===== config.mk =====
export PLATFORM = sky130hd
export DESIGN_NAME = microwave_sequencer_flat
export DESIGN_NICKNAME = d
export VERILOG_FILES = /design/src/rtl/microwave_sequencer_if.sv /design/src/rtl/microwave_sequencer.sv /design/src/flat_wrapper.sv
export SDC_FILE = /design/constraint.sdc
export NUM_CORES = 1
export LEC_CHECK = 0
export BUFFER_PORTS_ARGS = -buffer_cell sky130_fd_sc_hd__buf_2
export CORE_ASPECT_RATIO = 1.5
export CORE_MARGIN = 10
export CORE_UTILIZATION = 35
export CTS_CLUSTER_DIAMETER = 200
export DETAILED_ROUTE_END_ITERATION = 8
export GPL_ROUTABILITY_DRIVEN = 1
export GPL_TIMING_DRIVEN = 0
export REMOVE_ABC_BUFFERS = 1
export SLEW_MARGIN = 20
export SYNTH_ARGS = -nofsm -noshare
export SYNTH_HDL_FRONTEND = slang
export SYNTH_SLANG_ARGS = --single-unit

===== constraint.sdc =====
create_clock -name clk -period 4.2 [get_ports clk]
set_input_delay 0.21 -clock clk [delete_from_list [all_inputs] [get_ports clk]]
set_output_delay 0.21 -clock clk [all_outputs]
set_load 0.005 [all_outputs]

===== src/rtl/microwave_sequencer_if.sv =====
// Signal bundle between the cook timer and the actuator sequencer.
// The timer side drives the i_* signals; the sequencer drives the o_* signals.
interface microwave_sequencer_if;
  logic       i_run;
  logic [3:0] i_state;
  logic       i_door_open;
  logic [1:0] i_power_lvl;
  logic       o_magnetron;
  logic       o_turntable;
  logic       o_lamp;
  logic       o_buzzer;
  logic       o_hold;
  logic       o_finish;
  logic [2:0] o_seq_state;

  modport master (
    output i_run, i_state, i_door_open, i_power_lvl,
    input  o_magnetron, o_turntable, o_lamp, o_buzzer, o_hold, o_finish, o_seq_state
  );

  modport slave (
    input  i_run, i_state, i_door_open, i_power_lvl,
    output o_magnetron, o_turntable, o_lamp, o_buzzer, o_hold, o_finish, o_seq_state
  );
endinterface


===== src/rtl/microwave_sequencer.sv =====
// Microwave actuator sequencer: magnetron duty-cycling, door interlock,
// end-of-cook beeps and the finish acknowledge back to the cook timer.
module microwave_sequencer #(
  parameter int TICK_DIV       = 100_000,
  parameter int WINDOW_TICKS   = 4000,
  parameter int BEEP_ON_TICKS  = 500,
  parameter int BEEP_OFF_TICKS = 500,
  parameter int BEEP_COUNT     = 3
) (
  input  logic                 clk,
  input  logic                 rst_n,
  microwave_sequencer_if.slave bus
);
  localparam int PRE_W  = $clog2(TICK_DIV);
  localparam int WIN_W  = $clog2(WINDOW_TICKS);
  localparam int BT_MAX = (BEEP_ON_TICKS > BEEP_OFF_TICKS) ? BEEP_ON_TICKS : BEEP_OFF_TICKS;
  localparam int BT_W   = $clog2(BT_MAX + 1);
  localparam int IDX_W  = $clog2(BEEP_COUNT + 1);

  localparam logic [PRE_W-1:0] PRE_LAST = PRE_W'(TICK_DIV - 1);
  localparam logic [WIN_W-1:0] WIN_LAST = WIN_W'(WINDOW_TICKS - 1);
  localparam logic [BT_W-1:0]  ON_LAST  = BT_W'(BEEP_ON_TICKS - 1);
  localparam logic [BT_W-1:0]  OFF_LAST = BT_W'(BEEP_OFF_TICKS - 1);
  localparam logic [IDX_W-1:0] IDX_LAST = IDX_W'(BEEP_COUNT - 1);
  localparam logic [WIN_W:0]   Q1 = (WIN_W+1)'(WINDOW_TICKS / 4);
  localparam logic [WIN_W:0]   Q2 = (WIN_W+1)'(WINDOW_TICKS / 2);
  localparam logic [WIN_W:0]   Q3 = (WIN_W+1)'((WINDOW_TICKS / 4) * 3);
  localparam logic [WIN_W:0]   Q4 = (WIN_W+1)'(WINDOW_TICKS);

  typedef enum logic [2:0] {S_IDLE, S_HEAT, S_PAUSED, S_ALARM, S_DONE} state_t;

  state_t           state, nxt;
  logic [PRE_W-1:0] pre_cnt;
  logic [WIN_W-1:0] win_cnt;
  logic [1:0]       lvl;
  logic [WIN_W:0]   on_ticks;
  logic [BT_W-1:0]  beep_tk;
  logic [IDX_W-1:0] beep_idx;
  logic             beep_off;
  logic             tick, beep_end;
  logic             mag_reg, turn_reg, lamp_reg, buz_reg, hold_reg, fin_reg;
  logic [2:0]       seq_reg;

  assign tick     = (pre_cnt == PRE_LAST);
  assign beep_end = tick & beep_off & (beep_tk == OFF_LAST) & (beep_idx == IDX_LAST);

  always_comb begin
    on_ticks = Q4;
    case (lvl)
      2'd0:    on_ticks = Q1;
      2'd1:    on_ticks = Q2;
      2'd2:    on_ticks = Q3;
      default: on_ticks = Q4;
    endcase
  end

  // FINISH from the timer outranks run and door changes in every cooking state
  always_comb begin
    nxt = state;
    case (state)
      S_IDLE: begin
        if (bus.i_state[3])                    nxt = S_ALARM;
        else if (bus.i_run && !bus.i_door_open) nxt = S_HEAT;
        else if (bus.i_run)                    nxt = S_PAUSED;
      end
      S_HEAT: begin
        if (bus.i_state[3])      nxt = S_ALARM;
        else if (!bus.i_run)     nxt = S_IDLE;
        else if (bus.i_door_open) nxt = S_PAUSED;
      end
      S_PAUSED: begin
        if (bus.i_state[3])       nxt = S_ALARM;
        else if (!bus.i_run)      nxt = S_IDLE;
        else if (!bus.i_door_open) nxt = S_HEAT;
      end
      S_ALARM: if (bus.i_door_open || beep_end) nxt = S_DONE;
      S_DONE:  if (!bus.i_state[3]) nxt = S_IDLE;
      default: nxt = S_IDLE;
    endcase
  end

  always_ff @(posedge clk) begin
    if (!rst_n) begin
      state    <= S_IDLE;
      pre_cnt  <= '0;
      win_cnt  <= '0;
      lvl      <= '0;
      beep_tk  <= '0;
      beep_idx <= '0;
      beep_off <= 1'b0;
      mag_reg  <= 1'b0;
      turn_reg <= 1'b0;
      lamp_reg <= 1'b0;
      buz_reg  <= 1'b0;
      hold_reg <= 1'b0;
      fin_reg  <= 1'b0;
      seq_reg  <= '0;
    end else begin
      state   <= nxt;
      pre_cnt <= (nxt != state || tick) ? '0 : pre_cnt + 1'b1;

      // Window restarts only on a fresh cook; a pause keeps the position
      if (state == S_IDLE && nxt == S_HEAT) begin
        win_cnt <= '0;
        lvl     <= bus.i_power_lvl;
      end else if (state == S_HEAT && tick) begin
        if (win_cnt == WIN_LAST) begin
          win_cnt <= '0;
          lvl     <= bus.i_power_lvl;
        end else begin
          win_cnt <= win_cnt + 1'b1;
        end
      end

      // Beep counters sit cleared outside ALARM so every entry starts on beep 0
      if (state != S_ALARM) begin
        beep_tk  <= '0;
        beep_idx <= '0;
        beep_off <= 1'b0;
      end else if (tick) begin
        if (!beep_off) begin
          if (beep_tk == ON_LAST) begin
            beep_tk  <= '0;
            beep_off <= 1'b1;
          end else begin
            beep_tk <= beep_tk + 1'b1;
          end
        end else if (beep_tk == OFF_LAST) begin
          beep_tk  <= '0;
          beep_off <= 1'b0;
          beep_idx <= beep_idx + 1'b1;
        end else begin
          beep_tk <= beep_tk + 1'b1;
        end
      end

      mag_reg  <= (state == S_HEAT) && ({1'b0, win_cnt} < on_ticks);
      turn_reg <= (nxt == S_HEAT);
      lamp_reg <= (nxt == S_HEAT) || (nxt == S_PAUSED);
      hold_reg <= (nxt == S_PAUSED);
      buz_reg  <= (state == S_ALARM) && (nxt == S_ALARM) && !beep_off;
      fin_reg  <= (state == S_ALARM) && (nxt == S_DONE);
      seq_reg  <= {nxt == S_PAUSED, nxt == S_HEAT, nxt == S_IDLE};
    end
  end

  // Interlock gate is combinational so the magnetron drops in the door-open cycle
  assign bus.o_magnetron = mag_reg & ~bus.i_door_open;
  assign bus.o_turntable = turn_reg;
  assign bus.o_lamp      = lamp_reg | bus.i_door_open;
  assign bus.o_buzzer    = buz_reg;
  assign bus.o_hold      = hold_reg;
  assign bus.o_finish    = fin_reg;
  assign bus.o_seq_state = seq_reg;
endmodule


===== src/flat_wrapper.sv =====
// flat-port wrapper written by rule: the top's interface ports become plain ports
module microwave_sequencer_flat 
#(
  parameter int TICK_DIV       = 100_000,
  parameter int WINDOW_TICKS   = 4000,
  parameter int BEEP_ON_TICKS  = 500,
  parameter int BEEP_OFF_TICKS = 500,
  parameter int BEEP_COUNT     = 3
)
  (clk, rst_n, bus_i_run, bus_i_state, bus_i_door_open, bus_i_power_lvl, bus_o_magnetron, bus_o_turntable, bus_o_lamp, bus_o_buzzer, bus_o_hold, bus_o_finish, bus_o_seq_state);
  microwave_sequencer_if bus_i ();
  input  logic clk;
  input  logic rst_n;
  input wire logic [$bits(bus_i.i_run)-1:0] bus_i_run;
  input wire logic [$bits(bus_i.i_state)-1:0] bus_i_state;
  input wire logic [$bits(bus_i.i_door_open)-1:0] bus_i_door_open;
  input wire logic [$bits(bus_i.i_power_lvl)-1:0] bus_i_power_lvl;
  output wire logic [$bits(bus_i.o_magnetron)-1:0] bus_o_magnetron;
  output wire logic [$bits(bus_i.o_turntable)-1:0] bus_o_turntable;
  output wire logic [$bits(bus_i.o_lamp)-1:0] bus_o_lamp;
  output wire logic [$bits(bus_i.o_buzzer)-1:0] bus_o_buzzer;
  output wire logic [$bits(bus_i.o_hold)-1:0] bus_o_hold;
  output wire logic [$bits(bus_i.o_finish)-1:0] bus_o_finish;
  output wire logic [$bits(bus_i.o_seq_state)-1:0] bus_o_seq_state;
  assign bus_i.i_run = bus_i_run;
  assign bus_i.i_state = bus_i_state;
  assign bus_i.i_door_open = bus_i_door_open;
  assign bus_i.i_power_lvl = bus_i_power_lvl;
  assign bus_o_magnetron = bus_i.o_magnetron;
  assign bus_o_turntable = bus_i.o_turntable;
  assign bus_o_lamp = bus_i.o_lamp;
  assign bus_o_buzzer = bus_i.o_buzzer;
  assign bus_o_hold = bus_i.o_hold;
  assign bus_o_finish = bus_i.o_finish;
  assign bus_o_seq_state = bus_i.o_seq_state;
  microwave_sequencer #(.TICK_DIV(TICK_DIV), .WINDOW_TICKS(WINDOW_TICKS), .BEEP_ON_TICKS(BEEP_ON_TICKS), .BEEP_OFF_TICKS(BEEP_OFF_TICKS), .BEEP_COUNT(BEEP_COUNT)) u_core (.clk(clk), .rst_n(rst_n), .bus(bus_i));
endmodule

==> flow_summary.json <==
{
  "status": "completed",
  "synth-edff-count": 0,
  "worst_slew_pin_slew_ps": 896,
  "die_area_um2": 11500,
  "hpwl_mm": 4.04,
  "fin_ws_ps": 1140,
  "cts_hold_buf": 0,
  "p_seq_share_pct": 58.5,
  "clock_power_share_pct": 34.7,
  "drt-initial-drc-count": 132,
  "grtUsageTotal_pct": 9.47,
  "post-route-period-util_pct": 72.9,
  "p_leak_nw": 0.973,
  "grt_antenna_before_repair": 0,
  "final_hold_viol_count": 0,
  "clk_pin_slew_ps": 120,
  "via_count": 2162,
  "ys_seq_area_share_pct": 40.0,
  "hold_path_class": "input pin to flop",
  "syn_inst": 301,
  "fmax_mhz": 327,
  "cts_sinks": 53,
  "r2r-start": "u_core.pre_cnt[0]$_SDFF_PP0_",
  "ys_seq_elements": 53,
  "largest_register": "u_core.pre_cnt",
  "yosys_warnings": 0,
  "yosys-top-cells-area": "dfxtp_1 (40%), ha_1 (6.6%), xnor2_1 (5.6%)",
  "drive_gt1_share_pct": 10.8,
  "skew_ps": 19.1,
  "critPathMaxFanout": 17,
  "finalPower_uw": 877,
  "die_h_um": 127,
  "syn_to_final_growth_pct": 9.57,
  "portBuffers": 15,
  "synth_area_um2": 2650,
  "switching_share_pct": 26.0,
  "largest_reg_flops": 17,
  "htree_levels": 2,
  "fin_util_pct": 39.7,
  "hold_ws_ps": 129,
  "synth_top_area_share_pct": 40.0,
  "cts_root_buf": "clkbuf_8",
  "start_util_pct": 36.2,
  "synth_ff_type": "dfxtp_1",
  "core-area_um2": 7320,
  "cp.arrival_ps": 3220,
  "ys_types": 47,
  "wl_per_cell_um": 13.0,
  "grt_max_degree": 19,
  "clk_latency_ps": 320,
  "firstDrtPassIters": 6,
  "worstHoldStart": "bus_i_power_lvl[1]",
  "yosysMostFrequentCell": "dfxtp_1",
  "tritoncts": "yes",
  "drc_errors": 0,
  "slew_headroom_pct": 39.7,
  "cts.repair.resized": 0,
  "totalWireLength_mm": 5.38,
  "rows": 38,
  "synth_area_per_cell_um2": 8.82,
  "yosys.area.top_type": "dfxtp_1",
  "setup_viol": 0,
  "grt_pass1_vias": 2145,
  "finalNetCount": 337,
  "period_needed_ps": 3060,
  "power.density_nw_per_um2": 302,
  "die_w_um": 91.1,
  "cap_violations": 0,
  "setup_tns_ps": 0,
  "critPathRequiredTime_ps": 4360,
  "path_class": "flop to flop",
  "netSwitchingPower_uw": 228,
  "crit_path_start": "u_core.pre_cnt[0]$_SDFF_PP0_",
  "post-place-ws_ps": 857,
  "place.gp.congestion": 0.786,
  "ir_worst_vdd_mv": 0.158,
  "clock_path_buffers": 2,
  "end_kind": "flop",
  "combinationalPowerShare_pct": 6.8,
  "async_flop_share_pct": 0,
  "postCtsSetupBuffers": 0,
  "cts_buffers": 5,
  "r2r_cells": 6,
  "hold-path-cell-count": 3,
  "maxSlewViolCount": 0,
  "ant_nets": 0,
  "grt-ovfl-total": 0,
  "synthTopCellsByCount": "dfxtp_1 (53), nor2_1 (26), nor3_1 (21)",
  "antenna_cells": 0,
  "startpoint_type": "flop",
  "largest_registers": "u_core.pre_cnt: 17 flops, u_core.win_cnt: 12 flops, u_core.beep_tk: 9 flops",
  "rsz0062_at_grt": "false",
  "routed_via_density": 5.22,
  "grt_pass1_wl_mm": 9.51,
  "io_pins": 19,
  "intPower_uw": 649
}
-- through the flow --
stage,cells,area [µm²]
after floorplan,291,2600
after global placement,406,2800
after detailed placement,406,2800
after CTS,414,2900
after global routing,414,2910
final,414,2910
-- power groups by stage --
stage / Sequential [mW] / Combinational, mW / Clock (mW)
5_1_grt: 0.514 / 0.0674 / 0.336
2_1_floorplan: 0.524 / 0.0354 / 0
3_3_place_gp: 0.525 / 0.0569 / 0
3_5_place_dp: 0.525 / 0.0579 / 0
4_1_cts: 0.513 / 0.0580 / 0.317
6_report: 0.514 / 0.0593 / 0.304
-- layout by cell type, fill, tap and decap left out, drive strengths merged, types with 3 or more instances in the layout --
| cell | instances |
|---|---|
| dfxtp | 53 |
| nor2 | 26 |
| nor3 | 21 |
| nand2 | 20 |
| xnor2 | 17 |
| nand3 | 15 |
| buf | 15 |
| nand4 | 14 |
| a21oi | 14 |
| ha | 14 |
| xor2 | 13 |
| inv | 11 |
| o21ai | 9 |
| and3 | 7 |
| nor4 | 7 |
| clkbuf | 5 |
| nand2b | 4 |
| a31oi | 4 |
| nor3b | 4 |
| or4 | 4 |
| nand4bb | 3 |
| or3 | 3 |
| nand3b | 3 |
| a211oi | 3 |
-- critical path: stages, from the launching register on --
cell	delay (ps)
dfxtp_1	380
ha_1	210
nand4_1	260
nor4_2	810
a31oi_1	330
a211oi_4	780
nor3_1	140
-- per-layer routing --
metal  vias up  track usage, %  wire (µm)
li1       1100               -          -
met1      1032            10.6       2410
met2        24            17.0       2760
met3         6            2.24        148
met4         0            3.24         67
met5         -               0          0
-- cells by family (layout without fill, tap and decap cells) --
| kind of cell | Yosys count | after routing | share of synthesized area (%) |
|---|---|---|---|
| DFF | 53 | 53 | 40.0 |
| and+or+nand+nor | 144 | 144 | 30.6 |
| adders and majority gates | 14 | 14 | 6.60 |
| muxes | 2 | 2 | 0.754 |
| buffers and inverters | 20 | 33 | 3.44 |
| AOI/OAI and AO/OA | 38 | 38 | 8.77 |
| xor gates and xnor gates | 30 | 30 | 9.90 |
-- final cells by class --
type / count / area, µm²
fillers: 783 / 4410
multi-input cells: 228 / 1510
flip-flops and latches: 53 / 1060
well taps: 100 / 125
repair buffers: 15 / 75.1
clock buffers: 5 / 68.8
inverters: 10 / 37.5
clock inverters: 3 / 26.3
-- path summary, 6_finish.rpt --
path / to / slack [ps]
min reg2reg: u_core.beep_idx[1]$_SDFFE_PP0P_ / 460
min: u_core.lvl[1]$_SDFFE_PN0P_ / 130
max: u_core.pre_cnt[2]$_SDFF_PP0_ / 1140
max reg2reg: u_core.pre_cnt[2]$_SDFF_PP0_ / 1140
No activity file was read; power rests on OpenSTA's default activity.
